$ cat src/rtl/wb_regfile_pkg.sv
// ---------------------------------------------------------------------------
// wb_regfile_pkg
// Pipeline-wide constants and types shared by the write-back stage and the
// architectural register file.
//   WB_REGWRITE_BIT / WB_MEMTOREG_BIT : bit positions inside the 2-bit WB
//                                       control field carried by MEM/WB
//   DATA_W, REG_ID_W, NUM_REGS        : datapath / register-ID geometry
//   ZERO_REG                          : hard-wired zero register ID (r0)
//   wb_ctrl_t                         : packed view of the WB control field
// ---------------------------------------------------------------------------
package wb_regfile_pkg;

  localparam int WB_REGWRITE_BIT = 1;
  localparam int WB_MEMTOREG_BIT = 0;
  localparam int DATA_W          = 32;
  localparam int REG_ID_W        = 5;
  localparam int NUM_REGS        = 32;

  localparam logic [REG_ID_W-1:0] ZERO_REG = 5'd0;

  // Field order matches the bit positions above: reg_write is bit 1.
  typedef struct packed {
    logic reg_write;
    logic mem_to_reg;
  } wb_ctrl_t;

endpackage : wb_regfile_pkg

$ cat src/rtl/wb_regfile_regfile_32x32.sv
// ---------------------------------------------------------------------------
// regfile_32x32
// Plain storage array: asynchronous clear, one synchronous write port and two
// asynchronous read ports. No r0 rule and no bypass here, so the array can be
// replaced by a latch- or SRAM-based macro without touching the pipeline.
// Ports:
//   clk, reset_n      : clock (rising edge), asynchronous active-low clear
//   we, waddr, wdata  : write port, committed on the rising edge
//   raddr1/2, rdata1/2: combinational read ports
// ---------------------------------------------------------------------------
module regfile_32x32
  import wb_regfile_pkg::*;
#(
  parameter int DATA_W   = wb_regfile_pkg::DATA_W,
  parameter int NUM_REGS = wb_regfile_pkg::NUM_REGS
) (
  input  logic                        clk,
  input  logic                        reset_n,
  input  logic                        we,
  input  logic [$clog2(NUM_REGS)-1:0] waddr,
  input  logic [DATA_W-1:0]           wdata,
  input  logic [$clog2(NUM_REGS)-1:0] raddr1,
  input  logic [$clog2(NUM_REGS)-1:0] raddr2,
  output logic [DATA_W-1:0]           rdata1,
  output logic [DATA_W-1:0]           rdata2
);

  logic [DATA_W-1:0] regs_r [NUM_REGS];

  // Storage: clear every entry on reset, otherwise commit one write per edge.
  always_ff @(posedge clk or negedge reset_n) begin
    if (!reset_n) begin
      for (int i = 0; i < NUM_REGS; i++) begin
        regs_r[i] <= {DATA_W{1'b0}};
      end
    end else if (we) begin
      regs_r[waddr] <= wdata;
    end
  end

  // Asynchronous read ports straight from the array.
  always_comb begin
    rdata1 = regs_r[raddr1];
    rdata2 = regs_r[raddr2];
  end

endmodule : regfile_32x32

$ cat src/rtl/wb_regfile.sv
// ---------------------------------------------------------------------------
// wb_regfile
// Write-back stage plus architectural register file of the 5-stage MIPS pipe.
// Ports:
//   clk, reset_n                 : clock, asynchronous active-low reset
//   WB_IN                        : {RegWrite, MemtoReg} from MEM/WB
//   Mem_RDataIN, ALU_resultIN    : write-back candidates from MEM/WB
//   Reg_WIDIN                    : destination register ID
//   Read_ID1/2, Read_Data1/2     : ID-stage read ports with write-through bypass
//   WB_Data, WB_RegWrite         : write-back value / effective enable, to EX
//   Retire_Count                 : committed-write counter (wraps silently)
// ---------------------------------------------------------------------------
module wb_regfile
  import wb_regfile_pkg::*;
#(
  parameter int DATA_W   = wb_regfile_pkg::DATA_W,
  parameter int NUM_REGS = wb_regfile_pkg::NUM_REGS
) (
  input  logic                        clk,
  input  logic                        reset_n,
  input  logic [1:0]                  WB_IN,
  input  logic [DATA_W-1:0]           Mem_RDataIN,
  input  logic [DATA_W-1:0]           ALU_resultIN,
  input  logic [$clog2(NUM_REGS)-1:0] Reg_WIDIN,
  input  logic [$clog2(NUM_REGS)-1:0] Read_ID1,
  input  logic [$clog2(NUM_REGS)-1:0] Read_ID2,
  output logic [DATA_W-1:0]           Read_Data1,
  output logic [DATA_W-1:0]           Read_Data2,
  output logic [DATA_W-1:0]           WB_Data,
  output logic                        WB_RegWrite,
  output logic [31:0]                 Retire_Count
);

  localparam int ID_W = $clog2(NUM_REGS);
  localparam logic [ID_W-1:0] ZERO_ID = ID_W'(ZERO_REG);

  wb_ctrl_t          ctrl_s;
  logic [DATA_W-1:0] wb_data_s;
  logic              wr_en_s;
  logic [DATA_W-1:0] rf_rdata1_s;
  logic [DATA_W-1:0] rf_rdata2_s;
  logic [31:0]       retire_cnt_r;

  assign ctrl_s = wb_ctrl_t'(WB_IN);

  // Write-back select and effective enable. r0 writes are dropped, and the
  // enable is gated by reset so nothing is forwarded or bypassed while the
  // array is being cleared.
  always_comb begin
    if (ctrl_s.mem_to_reg) begin
      wb_data_s = Mem_RDataIN;
    end else begin
      wb_data_s = ALU_resultIN;
    end
    wr_en_s = reset_n & ctrl_s.reg_write & (Reg_WIDIN != ZERO_ID);
  end

  regfile_32x32 #(
    .DATA_W   (DATA_W),
    .NUM_REGS (NUM_REGS)
  ) u_rf (
    .clk    (clk),
    .reset_n(reset_n),
    .we     (wr_en_s),
    .waddr  (Reg_WIDIN),
    .wdata  (wb_data_s),
    .raddr1 (Read_ID1),
    .raddr2 (Read_ID2),
    .rdata1 (rf_rdata1_s),
    .rdata2 (rf_rdata2_s)
  );

  // Read ports: r0 reads zero, a same-cycle write to the addressed register
  // is bypassed, otherwise the stored value is returned.
  always_comb begin
    if (Read_ID1 == ZERO_ID) begin
      Read_Data1 = {DATA_W{1'b0}};
    end else if (wr_en_s && (Read_ID1 == Reg_WIDIN)) begin
      Read_Data1 = wb_data_s;
    end else begin
      Read_Data1 = rf_rdata1_s;
    end

    if (Read_ID2 == ZERO_ID) begin
      Read_Data2 = {DATA_W{1'b0}};
    end else if (wr_en_s && (Read_ID2 == Reg_WIDIN)) begin
      Read_Data2 = wb_data_s;
    end else begin
      Read_Data2 = rf_rdata2_s;
    end
  end

  // Retired-write counter, updated on the same edge as the commit.
  always_ff @(posedge clk or negedge reset_n) begin
    if (!reset_n) begin
      retire_cnt_r <= 32'd0;
    end else if (wr_en_s) begin
      retire_cnt_r <= retire_cnt_r + 32'd1;
    end else begin
      retire_cnt_r <= retire_cnt_r;
    end
  end

  assign WB_Data      = wb_data_s;
  assign WB_RegWrite  = wr_en_s;
  assign Retire_Count = retire_cnt_r;

endmodule : wb_regfile

$ cat config.mk
export PLATFORM = sky130hd
export DESIGN_NAME = wb_regfile
export DESIGN_NICKNAME = d
export VERILOG_FILES = /design/src/rtl/wb_regfile_pkg.sv /design/src/rtl/wb_regfile_regfile_32x32.sv /design/src/rtl/wb_regfile.sv
export SDC_FILE = /design/constraint.sdc
export NUM_CORES = 2
export LEC_CHECK = 0
export CAP_MARGIN = 10
export CELL_PAD_IN_SITES_DETAIL_PLACEMENT = 1
export CELL_PAD_IN_SITES_GLOBAL_PLACEMENT = 2
export CORE_UTILIZATION = 45
export CTS_BUF_LIST = sky130_fd_sc_hd__clkbuf_4 sky130_fd_sc_hd__clkbuf_8 sky130_fd_sc_hd__clkbuf_16
export DETAILED_ROUTE_END_ITERATION = 10
export PLACE_DENSITY = 0.93
export SYNTH_ARGS = -nofsm -noshare
export SYNTH_HDL_FRONTEND = slang
export SYNTH_SLANG_ARGS = --single-unit
$ cat constraint.sdc
create_clock -name clk -period 6.1 [get_ports clk]
set_clock_uncertainty 0.15 [all_clocks]
set_input_delay 0.61 -clock clk [delete_from_list [all_inputs] [get_ports clk]]
set_output_delay 0.61 -clock clk [all_outputs]
set_load 0.005 [all_outputs]
### Word-level counts from Yosys, hierarchy flattened

Index checks and enable logic that the tools add are counted.

* $add $sub $neg: 1
* bitwise gates (word level): 5
* equal/unequal tests: 2
* $lt $le $gt $ge: 4
* reduce and logical (&&, ||, !) cells: 6
* muxes and demuxes: 14

Operators by type and width (count)
* $bwmux W1024: 1
* $bmux W32 S5: 2
* $mux W32: 10
* $demux W32 S5: 1
* $add A32 B1 Y32 const B: 1
* $ge A6 B6 Y1 const B: 3
* $not A5 Y6: 3
* $eq A5 B5 Y1: 2
* $logic_not A5 Y1: 2
* $lt A6 B1 Y1 const B: 1
* $reduce_bool A5 Y1: 1
* $logic_and A1 B1 Y1: 3
* $and A1 B1 Y1: 2

* flip-flop bits (word level): 1056
* input port bits: 83
* output and inout bits: 129
* word-level logic and storage cells: 65

### Longest topological paths before layout

* depth after elaboration: 6
* depth in mapped cells: 11
* gate-level depth less buffers: 7

### Cells and area by module

A second synthesis with hierarchy kept.

* cells, all modules: 4994
* area total of the unflattened synthesis: 59414.5 sq um

Modules (own cells, without submodules)
* regfile_32x32: sequential area each 25624.6 sq um, area an instance 56238.9 sq um, instances 1, cells an instance 4605
* wb_regfile: sequential area each 800.8 sq um, area an instance 3175.5 sq um, instances 1, cells an instance 389

### Worst setup path after synthesis

OpenSTA, ideal clock, no wires.

* path kind: input-to-output
* start: input port Read_ID1[0]
* end: output port Read_Data1[7]
* buffers on the path: 4
* stages on the path: 9
* arrival time: 2297 ps
* data required time: 5340 ps
* setup slack: 3043 ps
* path through: buf_4 -> buf_12 -> buf_12 -> buf_2 -> mux4_2 -> a22oi_1 -> o21ai_0 -> a2bb2oi_1 -> a21oi_1

* longest elaborated chain between the ends: 6

Ends and longest elaborated chain
* start: declaration: line wb_regfile.sv:25 `input logic [$clog2(NUM_REGS)-1:0] Read_ID1,`
* $not A5 Y6 (not written as such): line wb_regfile_regfile_32x32.sv:43 `rdata1 = regs_r[raddr1];`
* $bmux W32 S5: line wb_regfile_regfile_32x32.sv:43
* $mux W32 (not written as such) (2 in series): line wb_regfile_regfile_32x32.sv:43
* $mux W32: line wb_regfile.sv:78 `end else if (wr_en_s && (Read_ID1 == Reg_WIDIN)) begin`
* $mux W32 (*): line wb_regfile.sv:76 `if (Read_ID1 == ZERO_ID) begin`
* end: declaration: line wb_regfile.sv:27 `output logic [DATA_W-1:0] Read_Data1,`

Every way passes the cells marked *; elsewhere a longest branch is shown, timed or not. The select of a mux whose other input is x is not followed.

### Worst setup path in the final report

* start: input port reset_n
* end: output port Read_Data1[22]

* longest elaborated chain between the ends: 5

Ends and longest elaborated chain
* start: declaration: line wb_regfile.sv:20 `input logic reset_n,`
* $and A1 B1 Y1 (2 in series): line wb_regfile.sv:55 `wr_en_s = reset_n & ctrl_s.reg_write & (Reg_WIDIN != ZERO_ID);`
* $logic_and A1 B1 Y1: line wb_regfile.sv:78
* $mux W32: line wb_regfile.sv:78
* $mux W32: line wb_regfile.sv:76

No other way between the ends.

==> results.json <==
{
  "critPathMaxStageDelay_ns": 0.62,
  "ff2ff_path_depth": 6,
  "p_int_mw": 14.4,
  "layout_commonest_cell": "dfrtp_1",
  "postLayoutCoreUtil": 0.516,
  "numCtsBuffers": 114,
  "grt_remaining_overflow": 0,
  "setup_tns_ns": 0,
  "syn_area_um2": 55300,
  "initial_core_util": 0.454,
  "place_congestion": 0.882,
  "ys.flop_type": "dfrtp_1",
  "maxCapViolations": 0,
  "synth-async-reset-ratio": 1.00,
  "max_slew_margin": 0.119,
  "holdBufCountCts": 1,
  "routed_via_density": 6.72,
  "dp_slack_ns": 0.699,
  "drive_gt1_frac": 0.171,
  "post_drt_wl_per_cell_um": 31.7,
  "wl_um": 216000,
  "dp_hpwl_um": 131000,
  "clockBufferDepth": 3,
  "place_inst": 6597,
  "power.share.clock": 0.340,
  "startpoint_type": "input pin",
  "wl_met1_um": 83500,
  "final_area_um2": 62900,
  "via_count": 45700,
  "final_cell_mix": "dfrtp_1, a21oi_1, nor2_1",
  "postCtsSetupBuffers": 0,
  "drtAntennaViolNets": 0,
  "whs_ns": 0.211,
  "r2r_end": "Retire_Count[31]$_DFFE_PN0P_",
  "io_buffers": 211,
  "status": "completed",
  "comb_power_share": 0.216,
  "fin_crit_sh": 0.950,
  "max_freq_ghz": 0.173,
  "fin_ws_ns": 0.306,
  "endpoint_kind": "output pin",
  "hold_viol": 0,
  "coreArea_um2": 122000,
  "synth_edf_count": 0,
  "dr.max_layer_used": "met5",
  "grtUsageTotal": 0.347,
  "dieArea_um2": 124000,
  "htree_num_levels": 3,
  "insertion_delay_ns": 0.73,
  "synth_cell_type_count": 57,
  "dr_wl_met3_um": 21400,
  "path_max_fanout": 40,
  "die_h_um": 353,
  "reg2reg_from": "Retire_Count[5]$_DFFE_PN0P_",
  "cp_common_cell": "nand2_1",
  "crit_required_ns": 5.34,
  "io_pins": 212,
  "grt_pass1_vias": 47700,
  "cts.sinks": 1056,
  "yosysTopAreaCell": "dfrtp_1",
  "post_cts_resize_count": 0,
  "firstDrtPassIters": 5,
  "p_seq_frac": 0.444,
  "fin_crit_ns": 5.79,
  "ys_seq_elements": 1056,
  "worstPathCellList": "dlygate4sd3_1, buf_8, nand2_1, a21o_1, inv_2, nand4_2, nand2_1, buf_4, o22ai_1, a211oi_1, clkdlybuf4s50_1",
  "reg2reg_setup_slack_ns": 3.75,
  "grt_max_degree": 172,
  "powerDensity_nw_per_um2": 330,
  "p_total_mw": 20.8,
  "worstSetupPathType": "in2out",
  "place_area_um2": 59100,
  "crit_path_top_delay_cell": "clkdlybuf4s50_1",
  "grt_pass1_wl_um": 320000,
  "drc_errors": 0,
  "area_growth_pct": 13.7,
  "fp.dieW_um": 353,
  "hold_path_class": "in2async",
  "drt_iter0_markers": 5296,
  "p_leak_nw": 26.8,
  "route.met2.wl_um": 98500,
  "cts_tree": "done",
  "switchingPower_mw": 6.38,
  "clk_pin_slew_ns": 0.06,
  "final_cells": 6799,
  "ir_drop_v": 0.000229,
  "postSynthAreaPerCell_um2": 10.7,
  "fp-row-count": 128,
  "cts-root-buf": "clkbuf_16",
  "slew_viol_final": 0,
  "synth.net_count": 5230,
  "yosys_warnings": 0,
  "final-setup-viol-count": 0,
  "rsz0062_at_grt": "false",
  "synth_top_area_frac": 0.478,
  "crit_arrival_ns": 5.03,
  "switching_share": 0.307,
  "ys_seq_area_frac": 0.478,
  "tightest_slew_ns": 1.32,
  "antenna_found_initial": 9,
  "postSynthCellCount": 5146,
  "synthTopCellsByArea": "dfrtp_1, mux4_2, a21oi_1, mux2i_1, nor2_1",
  "fin_nets": 5173
}
[cells by family after synthesis]
kind of cell | synth area share
multiplexers | 0.228
AND/OR/NAND/NOR | 0.0961
AO/OA/AOI/OAI | 0.144
XOR/XNOR | 0.00649
buffers and inverters | 0.0480
adder cells (fa/ha/maj) | 0.000226
flip-flops | 0.478
[how the worst max path moves through the flow]
stage | from | to | slack (ns) | depth (start not counted)
floorplan | Read_ID1[0] | Read_Data1[7] | 3.04 | 9
global placement | Reg_WIDIN[2] | Read_Data1[22] | 0.84 | 10
detailed placement | Reg_WIDIN[2] | Read_Data1[22] | 0.70 | 10
CTS | reset_n | Read_Data1[22] | 0.41 | 11
global route | reset_n | Read_Data1[22] | 0.23 | 11
finish | reset_n | Read_Data1[22] | 0.31 | 11
[layer usage]
| layer | global-route usage | vias to the layer above |
|---|---|---|
| li1 | - | 18500 |
| met2 | 0.533 | 2495 |
| met5 | 0 | - |
| met3 | 0.0845 | 700 |
| met4 | 0.180 | 10 |
| met1 | 0.456 | 23900 |
[synth_stat cells (43+ instances only)]
cell type and number:
nor2_1 782, nand2_1 401, a221oi_1 68, o21ai_0 327, mux2i_1 296, a211oi_1 43
clkbuf_1 388, a22oi_1 46, mux4_2 425, buf_2 67, dfrtp_1 1056, a21oi_1 787
[registers in the layout, summed over array words and instances (netlist names)]
signal	cells
u_rf.regs_r	1024
Retire_Count	32
[power by group through the flow]
stage / Clock (mW) / Combinational (mW) / Sequential [mW]
after detailed placement: 0 / 4.39 / 9.27
after floorplan: 0 / 2.95 / 8.94
after global placement: 0 / 4.20 / 9.15
after global routing: 7.36 / 4.83 / 9.34
after CTS: 7.10 / 4.45 / 9.17
final: 7.07 / 4.50 / 9.22
[cell type report]
cell class	instances	area (um^2)
Sequential cell	1056	26400
Timing Repair Buffer	373	3620
Clock inverter	24	216
Inverter	43	164
Antenna cell	2	5.00
Multi-Input combinational cell	3501	26900
Fill cell	12800	59000
Clock buffer	175	3530
Tap cell	1625	2030
[critical path, delay by kind of cell]
family | cells | cell delay (ns)
compound gates | 3 | 0.97
buf+inv | 5 | 2.09
simple gates | 3 | 1.29
Note: power is estimated with default switching activity, not from simulation.
